### src/rtl/pe_pkg.sv
// Shared widths, latency and arithmetic helpers for the signed MAC processing element.
package pe_pkg;
  localparam int DATA_W  = 8;
  localparam int TAPS    = 9;
  localparam int BIAS_W  = 16;
  localparam int ACC_W   = 32;
  localparam int SHIFT_W = 5;
  localparam int PE_LAT  = 4;

  // Round-half-up arithmetic right shift; evaluated in 64 bits so the rounding add never wraps.
  function automatic logic signed [63:0] rnd_shift(input logic signed [63:0] v,
                                                   input int unsigned       sh);
    logic signed [63:0] r;
    if (sh == 0) r = v;
    else         r = (v + (64'sd1 <<< (sh - 1))) >>> sh;
    return r;
  endfunction

  // Clamp v to the signed range of a w-bit word.
  function automatic logic signed [63:0] sat_s(input logic signed [63:0] v,
                                               input int unsigned       w);
    logic signed [63:0] hi;
    logic signed [63:0] lo;
    logic signed [63:0] r;
    hi = (64'sd1 <<< (w - 1)) - 64'sd1;
    lo = -(64'sd1 <<< (w - 1));
    if (v > hi)      r = hi;
    else if (v < lo) r = lo;
    else             r = v;
    return r;
  endfunction
endpackage

### src/rtl/pe_mac_pipe_requant.sv
// Combinational requantiser: rounding shift, optional ReLU, saturation to DATA_W.
module pe_requant
  import pe_pkg::*;
#(
  parameter int DATA_W  = pe_pkg::DATA_W,
  parameter int ACC_W   = pe_pkg::ACC_W,
  parameter int SHIFT_W = pe_pkg::SHIFT_W
) (
  input  logic signed [ACC_W-1:0]  acc_i,
  input  logic        [SHIFT_W-1:0] shift_i,
  input  logic                      relu_en_i,
  output logic signed [DATA_W-1:0] data_o
);
  logic signed [63:0] ext;
  logic signed [63:0] rnd;
  logic signed [63:0] clp;
  logic signed [63:0] sat;

  always_comb begin
    ext    = 64'(acc_i);
    rnd    = rnd_shift(ext, 32'(shift_i));
    clp    = (relu_en_i && (rnd < 64'sd0)) ? 64'sd0 : rnd;
    sat    = sat_s(clp, DATA_W);
    data_o = DATA_W'(sat);
  end
endmodule

### src/rtl/pe_mac_pipe.sv
// Pipelined TAPS-wide signed MAC with channel accumulation, bias, requantisation and backpressure.
module pe_mac_pipe
  import pe_pkg::*;
#(
  parameter int DATA_W  = pe_pkg::DATA_W,
  parameter int TAPS    = pe_pkg::TAPS,
  parameter int BIAS_W  = pe_pkg::BIAS_W,
  parameter int ACC_W   = pe_pkg::ACC_W,
  parameter int SHIFT_W = pe_pkg::SHIFT_W
) (
  input  logic                       clk,
  input  logic                       reset,
  input  logic [DATA_W*TAPS-1:0]     in_data,
  input  logic                       in_valid,
  input  logic                       in_first,
  input  logic                       in_last,
  output logic                       in_ready,
  input  logic [DATA_W*TAPS-1:0]     weight_data,
  input  logic                       weight_load,
  input  logic signed [BIAS_W-1:0]   bias,
  input  logic [SHIFT_W-1:0]         shift,
  input  logic                       relu_en,
  input  logic                       act_signed,
  output logic signed [DATA_W-1:0]   out_data,
  output logic                       out_valid,
  input  logic                       out_ready,
  output logic                       seq_err
);
  localparam int PW = 2 * DATA_W + 1;

  // Handshake: a beat moves in on a rising edge with in_valid & in_ready; a result leaves
  // with out_valid & out_ready. A held result (out_valid & ~out_ready) freezes every stage.
  logic stall;
  logic accept;

  logic [DATA_W*TAPS-1:0] weight_q;

  logic signed [ACC_W-1:0] prod_d [TAPS];
  logic signed [ACC_W-1:0] prod_q [TAPS];
  logic                    s1_valid_q, s1_first_q, s1_last_q, s1_relu_q;
  logic signed [BIAS_W-1:0] s1_bias_q;
  logic [SHIFT_W-1:0]      s1_shift_q;

  logic signed [ACC_W-1:0] sum_d, sum_q;
  logic                    s2_valid_q, s2_first_q, s2_last_q, s2_relu_q;
  logic signed [BIAS_W-1:0] s2_bias_q;
  logic [SHIFT_W-1:0]      s2_shift_q;

  logic signed [ACC_W-1:0] acc_d, acc_q;
  logic                    open_q;
  logic                    eff_first;
  logic                    seq_bad;
  logic                    s3_valid_q, s3_last_q, s3_relu_q;
  logic [SHIFT_W-1:0]      s3_shift_q;

  logic signed [DATA_W-1:0] rq_data;
  logic signed [DATA_W-1:0] out_data_q;
  logic                     out_valid_q;
  logic                     seq_err_q;

  assign stall     = out_valid_q & ~out_ready;
  assign in_ready  = ~stall & ~reset;
  assign accept    = in_valid & in_ready;
  assign out_data  = out_data_q;
  assign out_valid = out_valid_q;
  assign seq_err   = seq_err_q;

  // Activations widen by one bit so unsigned 0xFF and signed -1 both fit one signed multiply.
  always_comb begin
    logic [DATA_W-1:0]        a;
    logic signed [DATA_W:0]   ax;
    logic signed [DATA_W-1:0] w;
    logic signed [PW-1:0]     p;
    a  = '0;
    ax = '0;
    w  = '0;
    p  = '0;
    for (int i = 0; i < TAPS; i++) begin
      a         = in_data[(TAPS-1-i)*DATA_W +: DATA_W];
      ax        = act_signed ? $signed({a[DATA_W-1], a}) : $signed({1'b0, a});
      w         = $signed(weight_q[(TAPS-1-i)*DATA_W +: DATA_W]);
      p         = PW'(ax) * PW'(w);
      prod_d[i] = ACC_W'(p);
    end
  end

  always_comb begin
    sum_d = '0;
    for (int i = 0; i < TAPS; i++) sum_d = sum_d + prod_q[i];
  end

  // A non-first beat with no open pixel is promoted to first; a first beat on an open pixel restarts.
  always_comb begin
    eff_first = s2_first_q | ~open_q;
    seq_bad   = s2_valid_q & (s2_first_q ? open_q : ~open_q);
    acc_d     = eff_first ? (sum_q + ACC_W'(s2_bias_q)) : (acc_q + sum_q);
  end

  pe_requant #(
    .DATA_W  (DATA_W),
    .ACC_W   (ACC_W),
    .SHIFT_W (SHIFT_W)
  ) u_requant (
    .acc_i     (acc_q),
    .shift_i   (s3_shift_q),
    .relu_en_i (s3_relu_q),
    .data_o    (rq_data)
  );

  always_ff @(posedge clk) begin
    if (reset) begin
      weight_q    <= '0;
      for (int i = 0; i < TAPS; i++) prod_q[i] <= '0;
      s1_valid_q  <= 1'b0;
      s1_first_q  <= 1'b0;
      s1_last_q   <= 1'b0;
      s1_relu_q   <= 1'b0;
      s1_bias_q   <= '0;
      s1_shift_q  <= '0;
      sum_q       <= '0;
      s2_valid_q  <= 1'b0;
      s2_first_q  <= 1'b0;
      s2_last_q   <= 1'b0;
      s2_relu_q   <= 1'b0;
      s2_bias_q   <= '0;
      s2_shift_q  <= '0;
      acc_q       <= '0;
      open_q      <= 1'b0;
      s3_valid_q  <= 1'b0;
      s3_last_q   <= 1'b0;
      s3_relu_q   <= 1'b0;
      s3_shift_q  <= '0;
      out_data_q  <= '0;
      out_valid_q <= 1'b0;
      seq_err_q   <= 1'b0;
    end else begin
      // Weight capture ignores the stall so the loader never waits on the output writer.
      if (weight_load) weight_q <= weight_data;
      if (!stall) begin
        s1_valid_q <= accept;
        if (accept) begin
          prod_q     <= prod_d;
          s1_first_q <= in_first;
          s1_last_q  <= in_last;
          s1_relu_q  <= relu_en;
          s1_bias_q  <= bias;
          s1_shift_q <= shift;
        end
        s2_valid_q <= s1_valid_q;
        if (s1_valid_q) begin
          sum_q      <= sum_d;
          s2_first_q <= s1_first_q;
          s2_last_q  <= s1_last_q;
          s2_relu_q  <= s1_relu_q;
          s2_bias_q  <= s1_bias_q;
          s2_shift_q <= s1_shift_q;
        end
        s3_valid_q <= s2_valid_q;
        if (s2_valid_q) begin
          acc_q      <= acc_d;
          open_q     <= ~s2_last_q;
          s3_last_q  <= s2_last_q;
          s3_relu_q  <= s2_relu_q;
          s3_shift_q <= s2_shift_q;
          if (seq_bad) seq_err_q <= 1'b1;
        end
        out_valid_q <= s3_valid_q & s3_last_q;
        if (s3_valid_q & s3_last_q) out_data_q <= rq_data;
      end
    end
  end
endmodule

### config.mk
export PLATFORM = sky130hd
export DESIGN_NAME = pe_mac_pipe
export DESIGN_NICKNAME = d
export VERILOG_FILES = /design/src/rtl/pe_pkg.sv /design/src/rtl/pe_mac_pipe_requant.sv /design/src/rtl/pe_mac_pipe.sv
export SDC_FILE = /design/constraint.sdc
export NUM_CORES = 2
export LEC_CHECK = 0
export ABC_AREA = 0
export CAP_MARGIN = 25
export CORE_MARGIN = 1.5
export CORE_UTILIZATION = 65
export DETAILED_ROUTE_END_ITERATION = 10
export PLACE_DENSITY = 0.93
export SETUP_SLACK_MARGIN = 0.5
export SYNTH_ARGS = -nofsm -noshare
export SYNTH_HDL_FRONTEND = slang
export SYNTH_SLANG_ARGS = --single-unit
### constraint.sdc
create_clock -name clk -period 8.6 [get_ports clk]
set_input_delay 1.29 -clock clk [delete_from_list [all_inputs] [get_ports clk]]
set_output_delay 1.29 -clock clk [all_outputs]
set_load 0.005 [all_outputs]
**Word level (Yosys, flattened, before mapping)**

Cells that the tools add are included.

- Bits in registers: 358

- Add/sub/neg operators: 12
- Multipliers: 9
- Order comparisons: 3
- Shift operators: 2
- Mux-type cells: 15
- Bitwise logic cells: 11
- Reductions and logical operators: 7

Operator list:

| cell | number |
|---|---|
| $mul A9 B8 Y17 | 9 |
| $mux W64 | 2 |
| $mux W9 | 9 |
| $add A32 B64 Y64 | 1 |
| $gt A64 B8 Y1 const B | 1 |
| $lt A64 B1 Y1 const B | 1 |
| $lt A64 B8 Y1 const B | 1 |
| $sshl A2 B32 Y64 const A | 1 |
| $sshr A64 B5 Y64 | 1 |
| $add A32 B16 Y32 | 1 |
| $add A32 B32 Y32 | 1 |
| $mux W32 | 1 |
| $add A24 B17 Y25 | 1 |
| $add A23 B17 Y24 | 1 |
| $add A22 B17 Y23 | 1 |
| $add A21 B17 Y22 | 1 |
| $add A20 B17 Y21 | 1 |
| $add A19 B17 Y20 | 1 |
| $add A18 B17 Y19 | 1 |
| $add A17 B17 Y18 | 1 |
| $mux W8 | 2 |
| $reduce_and A2 Y1 | 4 |
| $sub A5 B1 Y6 const B | 1 |
| $and A1 B1 Y1 | 5 |
| 6 further kinds | 10 |

**Logic depth before layout (Yosys ltp)**

- Depth in word-level cells: 11
- Gate-level depth with buffers: 34
- Depth with buffers taken out: 27

**Hierarchy**

From an unflattened synthesis, not the netlist that was laid out.

- Cell total of the unflattened synthesis: 6842
- Area total of the unflattened synthesis: 54863.9 um2

Modules (own cells, without submodules):

| module | times used | cells an instance | area each (um2) |
|---|---|---|---|
| pe_mac_pipe | 1 | 4833 | 42294.3 |
| pe_requant | 1 | 2009 | 12569.6 |

**Worst setup path after synthesis**

Ideal clock, no wire load.

- Path type: register to register
- Start: register s3_shift_q[0]
- End: register out_data_q[0] (netlist: out_data[0])
- Setup time: 143 ps
- Arrival: 7487 ps
- Data required time: 8457 ps
- Slack: 970 ps
- Cell stages (with the launch flop): 32
- Clock period less this slack: 7630 ps
- Cell sequence: dfxtp_1 inv_1 buf_2 clkbuf_1 buf_1 clkbuf_1 clkbuf_1 buf_1 ha_1 clkbuf_1 nor2_1 a22oi_1 or2_2 nor2_1 ha_1 fa_1 a211oi_1 o211ai_2 and2_2 o211ai_4 o31ai_4 a21oi_2 mux2i_1 nand3_1 mux4_2 nand2b_1 o211a_1 a211o_1 nor4b_1 o2111ai_1 o21ai_2 o32ai_1

- Longest elaborated chain between the ends: 11
- Elaborated cells on any way between the ends: 13

Ends and longest elaborated chain:

| element | RTL line | RTL |
|---|---|---|
| from (decl) | pe_mac_pipe.sv:54 | `logic [SHIFT_W-1:0] s3_shift_q;` |
| from (signal assigned) | pe_mac_pipe.sv:164 | `s3_shift_q <= s2_shift_q;` |
| $sub A5 B1 Y6 | pe_pkg.sv:15 | `else r = (v + (64'sd1 <<< (sh - 1))) >>> sh;` |
| $sshl A2 B32 Y64 | pe_pkg.sv:15 |  |
| $add A32 B64 Y64 | pe_pkg.sv:15 |  |
| $sshr A64 B5 Y64 | pe_pkg.sv:15 |  |
| $mux W64 (*) | pe_pkg.sv:14 | `if (sh == 0) r = v;` |
| $lt A64 B1 Y1 | pe_mac_pipe_requant.sv:22 | `clp = (relu_en_i && (rnd < 64'sd0)) ? 64'sd0 : rnd;` |
| $logic_and A1 B1 Y1 | pe_mac_pipe_requant.sv:22 |  |
| $mux W64 (*) | pe_mac_pipe_requant.sv:22 |  |
| $lt A64 B8 Y1 | pe_pkg.sv:28 | `else if (v < lo) r = lo;` |
| $mux W8 | pe_pkg.sv:28 |  |
| $mux W8 (*) | pe_pkg.sv:27 | `if (v > hi) r = hi;` |
| to (signal assigned) | pe_mac_pipe.sv:168 | `if (s3_valid_q & s3_last_q) out_data_q <= rq_data;` |
| to (decl) | pe_mac_pipe.sv:57 | `logic signed [DATA_W-1:0] out_data_q;` |

Mark *: on every way between the ends. The rest lies on a longest branch, timed or not.
A chain may end at the register's enable or synchronous reset.

**Worst setup path in the final report**

- Start: register s3_shift_q[3]
- End: register out_data_q[4] (netlist: out_data[4])

The elaborated chain is that of the path after synthesis.

==> flow_metrics.env <==
export IMPL_num_vias=50200
export IMPL_synth_enable_flop_cells=0
export IMPL_syn_cell_area_mm2=0.0528
export IMPL_maxCapViolCount=0
export IMPL_yosysWarnings=0
export IMPL_netlist_instances=6288
export IMPL_die_area_mm2=0.0829
export IMPL_fmax_mhz=136
export IMPL_dp_hpwl_mm=150
export IMPL_drt_iter0_drc=5621
export IMPL_syn_to_final_growth_pct=7.89
export IMPL_reg2reg_depth=21
export IMPL_wl_per_cell_um=26.6
export IMPL_ios=185
export IMPL_tns_ns=0
export IMPL_initial_utilization_pct=65.6
export IMPL_status="complete, no violations"
export IMPL_ys_ff_latch=351
export IMPL_cp_arrival_ns=7.82
export IMPL_routabilityCongestion=1.08
export IMPL_multi_input_area_mm2=0.0419
export IMPL_clock_sinks=351
export IMPL_async_reset_ff_share_pct=0
export IMPL_layout_drive_gt1_share_pct=4.55
export IMPL_antenna_found_initial=2
export IMPL_startpoint_type="register"
export IMPL_cts_hold_buffers=0
export IMPL_seq_area_mm2=0.00703
export IMPL_timing_rr_end="out_data[4]"
export IMPL_grt_pass1_wl_mm=304
export IMPL_avgSynthCellArea_um2=8.39
export IMPL_crit_fanout=17
export IMPL_clk_pin_slew_ns=0.06
export IMPL_place_area_mm2=0.0555
export IMPL_crit_chain="nor2_1, a21oi_1, nand2_1, nor2_1, ha_1, a211oi_2, o21ai_1, a41oi_1, o21a_1, buf_4, o21a_1, mux2_2, nor4_1, o21bai_1, o21ai_0, a21oi_1, o21ai_0, nor4bb_1, o2111ai_1, o21ai_2, o32ai_1"
export IMPL_critPathSlowestCell="nor4_1"
export IMPL_wl_mm=198
export IMPL_p_leak_nw=25.3
export IMPL_slew_headroom_pct=29.2
export IMPL_hold_viol_final=0
export IMPL_cp_depth=21
export IMPL_r2r_start="s3_shift_q[3]"
export IMPL_antenna_left=0
export IMPL_peakVddDrop_mv=0.307
export IMPL_synth_top_cell_by_area="fa_1"
export IMPL_die_w_um=288
export IMPL_cts_setup_buffers=0
export IMPL_rows=104
export IMPL_yosysTopAreaCellShare_pct=25.7
export IMPL_hp_start="s1_bias_q[13]"
export IMPL_cts_htree_levels=2
export IMPL_clock_latency_ns=0.61
export IMPL_grt_ovfl_total=0
export IMPL_worst_slew_pin_slew_ns=1.03
export IMPL_grt_setup_unrepaired="false"
export IMPL_setup_viol=0
export IMPL_required_ns=9.04
export IMPL_cts_buffers=40
export IMPL_drt_vias_per_instance=6.76
export IMPL_worstHoldPathType="register to register"
export IMPL_post_route_cell_area_mm2=0.0569
export IMPL_fillCellCount=5533
export IMPL_end_kind="register"
export IMPL_path_delay_family="compound AO/OA/AOI/OAI gates"
export IMPL_tritoncts="done"
export IMPL_clockBufferDepth=3
export IMPL_skew_ns=0.0344
export IMPL_core_area_mm2=0.0804
export IMPL_hold_end="s2_bias_q[13]"
export IMPL_post_route_drc_count=0
export IMPL_synthFlopType="dfxtp_1"
export IMPL_fin_nets=7586
export IMPL_ys_types=116
export IMPL_die_h_um=288
export IMPL_slowest_delay_ns=0.78
export IMPL_synth_area_top_cells="fa_1 (26%), dfxtp_1 (13%), ha_1 (9.3%), inv_1 (5.2%), nand2_1 (4.7%)"
export IMPL_fin_crit_sh_pct=85.8
export IMPL_powerDensity_mw_per_mm2=169
export IMPL_synth_most_common_cell="inv_1"
export IMPL_first_pass_iters=9
export IMPL_final_max_slew_viol_count=0
export IMPL_grt_pass1_vias=52100
export IMPL_postCtsResizedCells=0
export IMPL_critPathKind="register to register"
export IMPL_grt_usage_pct=47.9
export IMPL_seq_area_frac_synth_pct=13.3
export IMPL_holdPathStages=2
export IMPL_ys_top_cells_by_count="inv_1 (732), fa_1 (676), nand2_1 (666), ha_1 (394), a21oi_1 (370)"
export IMPL_r2r_setup_slack_ns=1.22
export IMPL_port_buffers=184
export IMPL_grt_max_degree=101
export IMPL_period_needed_ns=7.38
export IMPL_cts_root_buffer="clkbuf_16"
export IMPL_worst_path_buf_inv=1
flip-flops by register name, indices dropped and copies added (netlist names):
name / flops
s1_shift_q: 5
out_valid: 1
open_q: 1
s1_last_q: 1
weight_q: 72
s2_last_q: 1
s1_bias_q: 16
s3_last_q: 1
acc_q: 32
s2_shift_q: 5
s2_bias_q: 16
prod_q: 153
seq_err: 1
s3_relu_q: 1
s3_valid_q: 1
s1_relu_q: 1
out_data: 8
s3_shift_q: 5
s2_first_q: 1
s2_relu_q: 1
s2_valid_q: 1
s1_valid_q: 1
s1_first_q: 1
sum_q: 25
routing by layer:
metal	global-route usage, %	wire [um]
met1	53.5	65900
met2	78.0	91400
met3	9.79	19100
met4	41.6	21400
met5	0	24
cell families after synthesis:
| family | Yosys count | share of synthesized area (%) |
|---|---|---|
| fa+ha+maj | 1070 | 35.0 |
| compound gates | 1309 | 16.3 |
| simple gates | 2138 | 20.5 |
| buf+inv | 1024 | 7.49 |
| other cells | 1 | 0.00711 |
| mux | 163 | 3.50 |
| xor+xnor | 232 | 3.88 |
| flops | 351 | 13.3 |
through the flow:
stage | hold WS (ns) | cells | utilization (%) | power (W) | worst slack [ns]
floorplan | 0.432 | 6318 | - | 0.00584 | 0.970
global placement | 0.443 | 7357 | 69.0 | 0.00712 | 1.71
detailed placement | 0.448 | 7359 | 69.1 | 0.00743 | 1.52
CTS | 0.455 | 7431 | 70.8 | 0.00940 | 1.51
global route | 0.479 | 7432 | 70.8 | 0.0102 | 0.818
finish | 0.451 | 7434 | 70.8 | 0.00960 | 1.22
worst register-to-register path: stages (launching register included):
cell       delay [ns]
dfxtp_2          0.46
nor2_1           0.70
a21oi_1          0.21
nand2_1          0.40
nor2_1           0.15
ha_1             0.34
a211oi_2         0.27
o21ai_1          0.15
a41oi_1          0.37
o21a_1           0.24
buf_4            0.15
o21a_1           0.42
mux2_2           0.41
nor4_1           0.78
o21bai_1         0.40
o21ai_0          0.25
a21oi_1          0.26
o21ai_0          0.16
nor4bb_1         0.41
o2111ai_1        0.19
o21ai_2          0.35
o32ai_1          0.15
final cells by class:
type                            count  area share, %
Inverter                          734           4.84
Sequential cell                   351           12.4
Antenna cell                        2        0.00879
Timing Repair Buffer              272           4.42
Tap cell                         1060           2.33
Clock inverter                     25          0.547
Multi-Input combinational cell   4943           73.6
Clock buffer                       47           1.86
worst max-delay path by stage:
stage / endpoint / slack, ns / start
after floorplan: out_data[0] / 0.97 / s3_shift_q[0]
after global placement: out_data[6] / 1.71 / s3_shift_q[2]
after detailed placement: out_data[4] / 1.52 / s3_shift_q[0]
after CTS: out_data[4] / 1.51 / s3_shift_q[0]
after global routing: out_data[4] / 0.82 / s3_shift_q[3]
final: out_data[4] / 1.22 / s3_shift_q[3]
placed cells by master, fill, tap and decap left out, types with 181 or more instances in the layout:
cell / instances
a21oi_1: 370
and2_1: 349
xnor2_1: 193
fa_1: 676
ha_1: 394
nand2_1: 664
clkdlybuf4s50_1: 181
inv_1: 729
nor2_1: 364
dfxtp_1: 347
o21ai_0: 301
power by group:
group / switching [W] / leakage [nW] / internal, W
clock network: 0.000826 / 0.654 / 0.00102
registers: 0.000290 / 2.88 / 0.00182
logic: 0.00331 / 21.8 / 0.00234
total: 0.00442 / 25.3 / 0.00518
(Power assumes the default switching activity.)
